## src/rtl/r88_alu_seq_pkg.sv

```systemverilog
// Shared definitions for the Rocket88 ALU micro-sequencer: op codes,
// sequencer states, flag bit positions and small op-classification helpers.
package r88_alu_seq_pkg;

    typedef enum logic [2:0] {
        R88_ALU_PASS = 3'd0,
        R88_ALU_SHL  = 3'd1,
        R88_ALU_SHR  = 3'd2,
        R88_ALU_ADD  = 3'd3,
        R88_ALU_SUB  = 3'd4,
        R88_ALU_OR   = 3'd5,
        R88_ALU_AND  = 3'd6,
        R88_ALU_XOR  = 3'd7
    } alu_op_t;

    typedef enum logic [1:0] {
        ST_IDLE = 2'd0,
        ST_EXEC = 2'd1,
        ST_WB   = 2'd2,
        ST_DONE = 2'd3
    } seq_state_t;

    // Bit positions inside the packed flag register
    localparam int FLAG_C = 0;
    localparam int FLAG_Z = 1;
    localparam int FLAG_N = 2;

    // Shifts and arithmetic produce a meaningful carry; pass and logic ops do not
    function automatic logic op_updates_carry(input logic [2:0] op);
        op_updates_carry = (op >= 3'd1) && (op <= 3'd4);
    endfunction

    // Right shift must walk the operand from the most significant byte down
    function automatic logic op_counts_down(input logic [2:0] op);
        op_counts_down = (op == 3'd2);
    endfunction

endpackage

```

## src/rtl/r88_alu_seq_flag_unit.sv

```systemverilog
// Flag unit: accumulates zero/negative/carry information across the bytes of
// a chained command and commits it to the C/Z/N flag register at the end.
module r88_alu_seq_flag_unit
    import r88_alu_seq_pkg::*;
(
    input  logic       clk,
    input  logic       rst_n,
    input  logic       clr,        // new command accepted
    input  logic       wb_en,      // write-back cycle of one byte
    input  logic       commit,     // end of command with flag write enabled
    input  logic       carry_upd,  // command op owns the carry flag
    input  logic       alu_carry,
    input  logic [7:0] int_d,
    output logic       chain_c,
    output logic       flag_c,
    output logic       flag_z,
    output logic       flag_n
);

    logic       z_acc_r;
    logic       n_last_r;
    logic       chain_c_r;
    logic [2:0] flags_r;
    logic [2:0] flags_nxt_s;

    // Per-byte accumulation: any non-zero byte clears Z, last byte supplies N, carry ripples
    always_ff @(posedge clk or negedge rst_n) begin
        if (!rst_n) begin
            z_acc_r   <= 1'b0;
            n_last_r  <= 1'b0;
            chain_c_r <= 1'b0;
        end else if (clr) begin
            z_acc_r   <= 1'b0;
            n_last_r  <= 1'b0;
            chain_c_r <= 1'b0;
        end else if (wb_en) begin
            z_acc_r   <= z_acc_r | (|int_d);
            n_last_r  <= int_d[7];
            chain_c_r <= alu_carry;
        end else begin
            z_acc_r   <= z_acc_r;
            n_last_r  <= n_last_r;
            chain_c_r <= chain_c_r;
        end
    end

    // Next flag value: Z and N always follow the command, C only for carry-producing ops
    always_comb begin
        flags_nxt_s = flags_r;
        if (commit) begin
            flags_nxt_s[FLAG_Z] = ~z_acc_r;
            flags_nxt_s[FLAG_N] = n_last_r;
            if (carry_upd) begin
                flags_nxt_s[FLAG_C] = chain_c_r;
            end else begin
                flags_nxt_s[FLAG_C] = flags_r[FLAG_C];
            end
        end else begin
            flags_nxt_s = flags_r;
        end
    end

    // Flag register
    always_ff @(posedge clk or negedge rst_n) begin
        if (!rst_n) begin
            flags_r <= 3'b000;
        end else begin
            flags_r <= flags_nxt_s;
        end
    end

    assign chain_c = chain_c_r;
    assign flag_c  = flags_r[FLAG_C];
    assign flag_z  = flags_r[FLAG_Z];
    assign flag_n  = flags_r[FLAG_N];

endmodule

```

## src/rtl/r88_alu_seq.sv

```systemverilog
// Rocket88 ALU micro-sequencer. Takes one command per valid/ready handshake,
// steps the ALU through 1..2^LEN_W bytes (EXEC then WB per byte), strobes the
// destination write and hands flag bookkeeping to the flag unit.
module r88_alu_seq
    import r88_alu_seq_pkg::*;
#(
    parameter int LEN_W = 2
) (
    input  logic             sysClock,
    input  logic             sysReset_n,
    input  logic             cmdValid,
    output logic             cmdReady,
    input  logic [2:0]       cmdOp,
    input  logic             cmdRightSel,
    input  logic             cmdCarryInEn,
    input  logic             cmdInv,
    input  logic             cmdFlagWe,
    input  logic [LEN_W-1:0] cmdLen,
    output logic [2:0]       aluOp,
    output logic             rightSel,
    output logic             carryInEn,
    output logic             carryIn,
    output logic             invOut,
    output logic             aluResult,
    input  logic             aluCarryOut,
    input  logic [7:0]       intD,
    output logic [LEN_W-1:0] byteIdx,
    output logic             dstWe,
    output logic             busy,
    output logic             done,
    output logic             flagC,
    output logic             flagZ,
    output logic             flagN
);

    seq_state_t       state_r;
    seq_state_t       state_nxt_s;
    logic [2:0]       op_r;
    logic             rsel_r;
    logic             cie_r;
    logic             inv_r;
    logic             fwe_r;
    logic [LEN_W-1:0] len_r;
    logic [LEN_W-1:0] idx_r;
    logic             first_r;
    logic             accept_s;
    logic             last_s;
    logic             in_wb_s;
    logic             commit_s;
    logic             carry_upd_s;
    logic             chain_c_s;

    assign accept_s    = cmdValid & cmdReady;
    assign last_s      = op_counts_down(op_r) ? (idx_r == {LEN_W{1'b0}}) : (idx_r == len_r);
    assign in_wb_s     = (state_r == ST_WB);
    assign commit_s    = (state_r == ST_DONE) & fwe_r;
    assign carry_upd_s = op_updates_carry(op_r);
    assign byteIdx     = idx_r;

    // State register
    always_ff @(posedge sysClock or negedge sysReset_n) begin
        if (!sysReset_n) begin
            state_r <= ST_IDLE;
        end else begin
            state_r <= state_nxt_s;
        end
    end

    // Next-state logic: one EXEC/WB pair per byte, DONE for one cycle at the end
    always_comb begin
        state_nxt_s = state_r;
        case (state_r)
            ST_IDLE: begin
                if (accept_s) state_nxt_s = ST_EXEC;
                else          state_nxt_s = ST_IDLE;
            end
            ST_EXEC: state_nxt_s = ST_WB;
            ST_WB: begin
                if (last_s) state_nxt_s = ST_DONE;
                else        state_nxt_s = ST_EXEC;
            end
            ST_DONE: begin
                if (accept_s) state_nxt_s = ST_EXEC;
                else          state_nxt_s = ST_IDLE;
            end
            default: state_nxt_s = ST_IDLE;
        endcase
    end

    // Command latch: fields are captured only on an accepted handshake
    always_ff @(posedge sysClock or negedge sysReset_n) begin
        if (!sysReset_n) begin
            op_r   <= 3'd0;
            rsel_r <= 1'b0;
            cie_r  <= 1'b0;
            inv_r  <= 1'b0;
            fwe_r  <= 1'b0;
            len_r  <= {LEN_W{1'b0}};
        end else if (accept_s) begin
            op_r   <= cmdOp;
            rsel_r <= cmdRightSel;
            cie_r  <= cmdCarryInEn;
            inv_r  <= cmdInv;
            fwe_r  <= cmdFlagWe;
            len_r  <= cmdLen;
        end else begin
            op_r   <= op_r;
            rsel_r <= rsel_r;
            cie_r  <= cie_r;
            inv_r  <= inv_r;
            fwe_r  <= fwe_r;
            len_r  <= len_r;
        end
    end

    // Byte index: starts at 0 (or cmdLen for shr) and steps once per completed byte
    always_ff @(posedge sysClock or negedge sysReset_n) begin
        if (!sysReset_n) begin
            idx_r   <= {LEN_W{1'b0}};
            first_r <= 1'b0;
        end else if (accept_s) begin
            idx_r   <= op_counts_down(cmdOp) ? cmdLen : {LEN_W{1'b0}};
            first_r <= 1'b1;
        end else if (in_wb_s && !last_s) begin
            idx_r   <= op_counts_down(op_r) ? (idx_r - LEN_W'(1)) : (idx_r + LEN_W'(1));
            first_r <= 1'b0;
        end else begin
            idx_r   <= idx_r;
            first_r <= first_r;
        end
    end

    // Output decode: the first byte takes its carry from flagC, later bytes from the chain
    always_comb begin
        cmdReady  = 1'b0;
        aluOp     = 3'd0;
        rightSel  = 1'b0;
        carryInEn = 1'b0;
        carryIn   = 1'b0;
        invOut    = 1'b0;
        aluResult = 1'b0;
        dstWe     = 1'b0;
        busy      = 1'b0;
        done      = 1'b0;
        case (state_r)
            ST_IDLE: begin
                cmdReady = 1'b1;
            end
            ST_EXEC: begin
                busy      = 1'b1;
                aluOp     = op_r;
                rightSel  = rsel_r;
                invOut    = inv_r;
                carryInEn = first_r ? cie_r : 1'b1;
                carryIn   = first_r ? flagC : chain_c_s;
            end
            ST_WB: begin
                busy      = 1'b1;
                aluResult = 1'b1;
                dstWe     = 1'b1;
                invOut    = inv_r;
            end
            ST_DONE: begin
                cmdReady = 1'b1;
                done     = 1'b1;
            end
            default: begin
                cmdReady = 1'b0;
            end
        endcase
    end

    r88_alu_seq_flag_unit u_flag_unit (
        .clk       (sysClock),
        .rst_n     (sysReset_n),
        .clr       (accept_s),
        .wb_en     (in_wb_s),
        .commit    (commit_s),
        .carry_upd (carry_upd_s),
        .alu_carry (aluCarryOut),
        .int_d     (intD),
        .chain_c   (chain_c_s),
        .flag_c    (flagC),
        .flag_z    (flagZ),
        .flag_n    (flagN)
    );

endmodule
```

## config.mk

```make
export PLATFORM = sky130hd
export DESIGN_NAME = r88_alu_seq
export DESIGN_NICKNAME = d
export VERILOG_FILES = /design/src/rtl/r88_alu_seq_pkg.sv /design/src/rtl/r88_alu_seq_flag_unit.sv /design/src/rtl/r88_alu_seq.sv
export SDC_FILE = /design/constraint.sdc
export NUM_CORES = 1
export LEC_CHECK = 0
export CORE_ASPECT_RATIO = 2
export CORE_UTILIZATION = 35
export CTS_BUF_LIST = sky130_fd_sc_hd__clkbuf_16
export CTS_CLUSTER_DIAMETER = 50
export DETAILED_ROUTE_END_ITERATION = 16
export GPL_TIMING_DRIVEN = 1
export MAX_ROUTING_LAYER = met4
export PLACE_DENSITY_LB_ADDON = 0.25
export SETUP_SLACK_MARGIN = 0.15
export SLEW_MARGIN = 20
export SYNTH_ARGS = -nofsm -noshare
export SYNTH_HDL_FRONTEND = slang
export SYNTH_SLANG_ARGS = --single-unit
```

## constraint.sdc

```tcl
create_clock -name sysClock -period 3.6 [get_ports sysClock]
set_input_delay 0.72 -clock sysClock [delete_from_list [all_inputs] [get_ports sysClock]]
set_output_delay 0.72 -clock sysClock [all_outputs]
set_load 0.02 [all_outputs]
```

======== Yosys cells after proc, flatten, opt, wreduce, memory -nomap -nowiden ========
Cells that the tools add are included.
storage, ports and cells
  bits in registers ....................... 20
  input port bits ......................... 21
  output and inout bits ................... 17
  word-level logic and storage cells ...... 66
cells by class
  $add $sub $neg .......................... 2
  order comparisons ....................... 2
  equality and inequality tests ........... 6
  mux-type cells .......................... 27
  bitwise gates (word level) .............. 4
  reduce and logical (&&, ||, !) cells .... 11
operators with widths
  operator                                                           number
  2-to-1 mux 1 bit                                                   20
  2-to-1 mux 2 bit                                                   5
  OR reduction 8 bit                                                 1
  equality test 3 x 2 -> 1 bit, second input constant                2
  one-hot mux 2 bit (3 select lines)                                 1
  equality test 2 bit, second input constant                         2
  zero test 2 bit                                                    2
  nonzero test 2 bit                                                 2
  OR reduction 2 bit                                                 2
  greater-or-equal comparator 3 x 1 -> 1 bit, second input constant  1
  <= comparator 3 bit, second input constant                         1
  2-to-1 mux 3 bit                                                   1
  adder 2 x 1 -> 2 bit, second input constant                        1
  AND 1 bit                                                          2
  equality test 2 x 1 -> 1 bit, second input constant                1
  equality test 2 bit                                                1
  logical AND 1 bit                                                  2
  AND reduction 2 bit                                                1
  subtractor 2 x 1 -> 2 bit, second input constant                   1
  zero test 1 bit                                                    1
  inverter 1 bit                                                     1
  OR 1 bit                                                           1

======== Logic depth before layout (Yosys ltp) ========
Gate-level depths: netlist of the first run.
  depth after elaboration ................. 6
  depth in mapped cells ................... 7
  mapped depth without buffers ............ 6

======== Hierarchy ========
A second synthesis of the first run with hierarchy kept.
unflattened totals
  cell total of the unflattened synthesis .. 104
  area, all modules ....................... 997.2 sq um
by module, submodules not included
  module                 instances  cells each  area each (sq um)  sequential area each (sq um)
  r88_alu_seq            1          85          753.2              350.3
  r88_alu_seq_flag_unit  1          19          244.0              150.1

======== Least setup slack after synthesis of the first run ========
No wires, ideal clock.
  path type ............................... flip-flop to output port
  start ................................... register state_r[0]
  end ..................................... output invOut
  data arrival time ....................... 1162 ps
  data required time ...................... 2880 ps
  path slack .............................. 1718 ps
  stages on the path, launching flop included .. 4
  buffers on the path ..................... 0
  cell sequence ........................... dfrtp_1 > inv_1 > ha_1 > nor2b_1
on the way
  word-level cells in the longest chain between the ends .. 3
  elaborated cells between the ends (all ways) .. 4
  classes of those cells .................. 2 x eq/ne; 1 x mux; 1 x reduce/logical
RTL lines
  what                                                                        line                text
  from (decl)                                                                 r88_alu_seq.sv:36   seq_state_t state_r;
  from (signal assigned)                                                      r88_alu_seq.sv:65   state_r <= state_nxt_s;
  equality test 2 bit / equality test 2 x 1 -> 1 bit (equally long branches)  r88_alu_seq.sv:145  case (state_r)
  OR reduction 2 bit (no line) (*)                                            -
  2-to-1 mux 1 bit (*)                                                        r88_alu_seq.sv:145
  to (decl)                                                                   r88_alu_seq.sv:23   output logic invOut,
Mark *: on every way between the ends. The rest lies on a longest branch, timed or not.

======== Worst setup path in the final report of the first run ========
  start ................................... register state_r[1]
  end ..................................... output carryInEn
on the way
  word-level cells in the longest chain between the ends .. 2
RTL lines
  what                          line                text
  equality test 2 x 1 -> 1 bit  r88_alu_seq.sv:145
  2-to-1 mux 1 bit              r88_alu_seq.sv:145
  to (decl)                     r88_alu_seq.sv:21   output logic carryInEn,
No other way between the ends.

==> flow_summary.json, run 1 <==
{
  "route.vias.total": 865,
  "startpoint": "state_r[1]",
  "wirelength_mm": 2.32,
  "hold_violations": 0,
  "yosysTopAreaCellShare_pct": 51.1,
  "clock-root-buffer": "clkbuf_16",
  "grt_pass1_vias": 875,
  "skew_ns": 0.00106,
  "yosysSeqAreaShare_pct": 51.1,
  "seq_power_share_pct": 31.3,
  "p_clk_share_pct": 16.6,
  "synth-seq-cells": 20,
  "crit_type": "flip-flop to output port",
  "clk_latency_ns": 0.25,
  "internal-power_mw": 0.795,
  "cellLeakagePower_nw": 0.662,
  "tightest_slew_ns": 0.885,
  "syn_avg_cell_area_um2": 9.33,
  "cp-endpoint": "carryInEn",
  "start_kind": "flip-flop",
  "crit_fanout": 7,
  "vias_per_cell": 5.09,
  "coreArea_mm2": 0.00260,
  "layout_common_cells": "clkdlybuf4s50_1 (37), nand2_1 (31), dfrtp_1 (20)",
  "avgRoutedWirePerCell_um": 13.6,
  "grt_max_degree": 21,
  "yosys.area.top_type": "dfrtp_1",
  "drive_gt1_share_pct": 4.93,
  "crit_chain": "inv_1 -> ha_1 -> a21boi_0 -> clkdlybuf4s50_1",
  "finalMaxSlewViolations": 0,
  "grt_pass1_wl_mm": 3.67,
  "clkSinkCount": 20,
  "p_sw_share_pct": 40.1,
  "powerDensity_mw_per_mm2": 919,
  "synth_warnings": 0,
  "clock_path_buffers": 2,
  "cts_buffers": 3,
  "cpPeakStageDelay_ns": 0.62,
  "dieArea_mm2": 0.00303,
  "power_mw": 1.33,
  "hold_class": "flip-flop to flip-flop",
  "h-tree-depth": 1,
  "setup_viol": 0,
  "cts_setup_buffers": 0,
  "fin_nets": 168,
  "r2r_start": "state_r[0]",
  "ff2ff_path_depth": 5,
  "maxCapViolations": 0,
  "period_minus_slack_ns": 2.50,
  "synth_area_leaders": "dfrtp_1 (51%), nand2_1 (12%), ha_1 (3.8%)",
  "gp_congestion": 0.763,
  "drc": 0,
  "die_w_um": 39.4,
  "endpoint_kind": "output port",
  "grt_overflow": 0,
  "utilization_pct": 55.5,
  "postCtsHoldBufs": 0,
  "synthesis.instances": 105,
  "p_sw_mw": 0.533,
  "rows": 26,
  "drtPass1Iterations": 4,
  "die_h_um": 76.8,
  "tns_ns": 0,
  "path_clk_slew_ns": 0.05,
  "drt_iter0_drc": 17,
  "port_buffers": 37,
  "layout_commonest_cell": "clkdlybuf4s50_1",
  "track_usage_pct": 17.8,
  "syn_nets": 129,
  "slew_headroom_pct": 40.8,
  "worstPathRequired_ns": 2.88,
  "initial_utilization_pct": 37.6,
  "ir_drop_mv": 0.539,
  "rrSetupSlack_ns": 1.90,
  "place_hpwl_mm": 1.80,
  "critPathArrivalTime_ns": 1.78,
  "syn-cell-area_um2": 980,
  "fill_cells": 268,
  "whs_path_depth": 2,
  "postRouteAntennaNets": 0,
  "synth.distinct_cells": 25,
  "min_period_over_period_pct": 69.4,
  "status": "finished clean",
  "antenna_cells": 0,
  "r2r-end": "byteIdx[0]",
  "antenna_found_initial": 0,
  "cts_resized": 0,
  "clock.fmax_ghz": 0.401,
  "areaGrowthSynthToFinish_pct": 47.5,
  "pwr-share-comb_pct": 52.0,
  "rsz0062_at_grt": "false",
  "slowest_stage": "clkdlybuf4s50_1",
  "io_pins": 38,
  "cts_tree": "built"
}
==> worst min-delay path by stage <==
stage / from / to
detailed placement: inv_r / inv_r
CTS: inv_r / inv_r
global placement: inv_r / inv_r
global route: u_flag_unit.z_acc_r / u_flag_unit.flags_r[1]
floorplan: sysReset_n / byteIdx[0]
finish: inv_r / inv_r
==> worst max-delay path: cells and delay by family (launching register included) <==
kind	cells	cell delay, ns
AO/OA/AOI/OAI	1	0.19
flip-flops	1	0.39
adder cells (fa/ha/maj)	1	0.25
buffers and inverters	2	0.69
==> per-stage QoR <==
step	setup slack, ns	hold slack (ns)	cell area, um2	cells
2_1_floorplan	1.72	0.424	980	105
3_3_place_gp	1.39	0.453	1370	167
3_5_place_dp	1.35	0.454	1370	167
4_1_cts	1.08	0.467	1450	170
5_1_grt	1.01	0.499	1450	170
6_report	1.10	0.463	1450	170
==> sequential cells by signal, summed over array words and instances (netlist names), 2 cells and up <==
signal	flops
byteIdx	2
len_r	2
op_r	3
state_r	2
u_flag_unit.flags_r	3
==> power by group through the flow <==
| stage | clock network [mW] | logic [mW] | registers [mW] |
|---|---|---|---|
| floorplan | 0 | 0.418 | 0.425 |
| global placement | 0 | 0.677 | 0.414 |
| detailed placement | 0 | 0.697 | 0.421 |
| CTS | 0.224 | 0.701 | 0.417 |
| global route | 0.233 | 0.758 | 0.428 |
| finish | 0.221 | 0.691 | 0.416 |
==> cell usage after synthesis <==
cell	count
a21oi_1	2
nor4_1	2
nand4_1	1
a31oi_1	1
buf_4	1
and4bb_2	1
nor3b_2	1
and2_1	5
a21boi_0	2
nand2_1	31
mux2i_1	3
nor2_1	9
mux2_2	2
ha_1	3
o2111ai_1	1
dfrtp_1	20
xnor2_1	1
clkbuf_1	2
o22ai_1	1
xor2_1	4
o211ai_1	1
inv_1	5
o21ai_1	1
nor2b_1	2
o21ai_0	3
==> metal layers <==
metal	GRT usage, %	share of wire (%)
met4	8.28	2.1
met3	3.47	4.9
met5	-	0
met1	14.6	33
met2	33.3	60
==> cell families after synthesis <==
family / count (synthesis) / synth area share [%]
adder cells (fa/ha/maj): 3 / 3.83
flip-flops: 20 / 51.1
buffers and inverters: 8 / 3.45
multiplexers: 5 / 5.36
AND/OR/NAND/NOR: 52 / 24.3
XOR/XNOR: 5 / 4.47
AO/OA/AOI/OAI: 12 / 7.54
==> final cells by class <==
| class | count | area (um2) | area share [%] |
|---|---|---|---|
| Multi-Input combinational cell | 77 | 445 | 30.8 |
| Sequential cell | 20 | 500 | 34.6 |
| Inverter | 5 | 18.8 | 1.30 |
| Timing Repair Buffer | 37 | 370 | 25.6 |
| Clock buffer | 3 | 75.1 | 5.19 |
| Tap cell | 28 | 35.0 | 2.42 |
No activity file was read; power rests on OpenSTA's default activity.
==> inputs of run 2 (changes only) <==
Clock period 3.6 ns to 2.1 ns, I/O delays scaled along.
==> run 2 against run 1 <==
  * Clock skew about the same
  * First-iteration DRC count decreased by 76%
  * Combinational power increased by 64%
  * Critical path depth unchanged
  * Worst setup slack got worse by 0.88 ns
  * Clock-buffer cell count unchanged
  * Sequential cell count unchanged
  * Global-route usage increased by 0.24 points
  * Core utilization increased by 0.29 points
  * Hold slack improved by 0.0013 ns
  * Largest power group unchanged
==> flow_summary.json, run 2 (synthesized netlist as in run 1, its figures left out) <==
{
  "maxCapViolations": 0,
  "fin_nets": 171,
  "reg.largest.list": "op_r x3, u_flag_unit.flags_r x3",
  "clock.fmax_ghz": 0.532,
  "hold_class": "flip-flop to flip-flop",
  "drive_gt1_share_pct": 8.90,
  "endpoint_kind": "output port",
  "grt_pass1_wl_mm": 3.71,
  "place_hpwl_mm": 1.85,
  "tns_ns": 0,
  "postCtsHoldBufs": 0,
  "die_w_um": 39.4,
  "status": "finished clean",
  "rows": 26,
  "port_buffers": 37,
  "antenna_cells": 0,
  "rrSetupSlack_ns": 0.53,
  "antenna_found_initial": 0,
  "die_h_um": 76.8,
  "clock-root-buffer": "clkbuf_16",
  "layout_commonest_cell": "nand2_1",
  "h-tree-depth": 1,
  "start_kind": "flip-flop",
  "path_clk_slew_ns": 0.05,
  "setup_viol": 0,
  "cp_top_family": "buffers and inverters",
  "tightest_slew_ns": 0.354,
  "avgRoutedWirePerCell_um": 13.2,
  "track_usage_pct": 18.0,
  "clkSinkCount": 20,
  "cts_buffers": 3,
  "cpPeakStageDelay_ns": 0.38,
  "fill_cells": 275,
  "fin_ws_ns": 0.219,
  "rsz0062_at_grt": "true",
  "drt_iter0_drc": 4,
  "drtPass1Iterations": 4,
  "cpMostUsedCell": "inv_1",
  "cellLeakagePower_nw": 0.709,
  "min_period_over_period_pct": 89.6,
  "route.vias.total": 844,
  "io_pins": 38,
  "dieArea_mm2": 0.00303,
  "crit_fanout": 6,
  "grt_overflow": 0,
  "initial_utilization_pct": 37.6,
  "critPathArrivalTime_ns": 1.46,
  "slew_headroom_pct": 76.4,
  "layout_common_cells": "nand2_1 (31), clkdlybuf4s50_1 (26), dfrtp_1 (20)",
  "clk_latency_ns": 0.25,
  "gp_congestion": 0.770,
  "ir_drop_mv": 0.928,
  "vias_per_cell": 4.85,
  "skew_ns": 0.00143,
  "clock_path_buffers": 2,
  "areaGrowthSynthToFinish_pct": 48.3,
  "dp_slack_ns": 0.132,
  "hold_violations": 0,
  "wirelength_mm": 2.29,
  "powerDensity_mw_per_mm2": 1530,
  "crit_chain": "inv_1 -> ha_1 -> inv_1 -> dlygate4sd2_1",
  "crit_type": "flip-flop to output port",
  "slowest_stage": "dfrtp_1",
  "drc": 0,
  "power_mw": 2.22,
  "grt_max_degree": 21,
  "worstPathRequired_ns": 1.68,
  "postRouteAntennaNets": 0,
  "cts_tree": "built",
  "finalMaxSlewViolations": 0,
  "period_minus_slack_ns": 1.88,
  "grt_pass1_vias": 839,
  "crit_buf_inv": 3,
  "coreArea_mm2": 0.00260
}
-- run 2: cell count changes in the layout (fill, tap and decap cells not counted) --
| cell | before | now |
|---|---|---|
| buf_4 | 0 | 3 |
| clkbuf_2 | 0 | 2 |
| clkdlybuf4s50_1 | 37 | 26 |
| clkinv_1 | 0 | 1 |
| dlygate4sd2_1 | 0 | 9 |
| ha_1 | 3 | 2 |
| ha_2 | 0 | 1 |
-- run 2: layer usage --
| metal | routed length, um | up-vias | part of all wire (%) | global-route usage (%) |
|---|---|---|---|---|
| li1 | - | 422 | - | - |
| met1 | 780 | 390 | 34 | 17.0 |
| met2 | 1350 | 26 | 59 | 30.8 |
| met3 | 93 | 6 | 4.1 | 2.02 |
| met4 | 70 | 0 | 3.1 | 12.1 |
| met5 | 0 | - | 0 | - |
-- run 2: path summary, 6_finish.rpt --
check,end,startpoint,depth (start not counted)
setup / recovery,busy,state_r[0],4
hold / removal,u_flag_unit.flags_r[1],u_flag_unit.z_acc_r,1
min in group asynchronous,op_r[0],sysReset_n,2
hold reg to reg,u_flag_unit.flags_r[1],u_flag_unit.z_acc_r,1
max in group asynchronous,u_flag_unit.z_acc_r,sysReset_n,2
setup reg to reg,cie_r,state_r[0],5
-- run 2: area by class of cell --
cell class / count / area (um2) / area share [%]
clock buffer: 3 / 75.1 / 5.17
clock inverter: 1 / 3.75 / 0.258
inverter: 5 / 18.8 / 1.29
multi-input combinational: 77 / 448 / 30.8
sequential: 20 / 500 / 34.5
tap: 28 / 35.0 / 2.41
timing repair buffer: 40 / 372 / 25.6
-- run 2: power by group --
part / switching [mW] / internal (mW)
Sequential: 0.145 / 0.569
Clock: 0.128 / 0.253
Combinational: 0.635 / 0.493
Total: 0.908 / 1.32
-- run 2: stage by stage --
step	hold WS (ns)	utilization [%]	cell area, um2	cells
floorplan	0.124	-	980	105
global placement	0.454	53.5	1390	170
detailed placement	0.459	53.5	1390	170
CTS	0.470	56.0	1460	174
global route	0.498	55.8	1450	174
finish	0.464	55.8	1450	174
-- run 2: repair_timing --
| action | CTS | global route |
|---|---|---|
| cloned | 0 | 0 |
| pin swaps | 0 | 0 |
| endpoints found under the setup margin | 11 | 6 |
| buffers inserted | 0 | 0 |
| resized for setup | 11 | 6 |
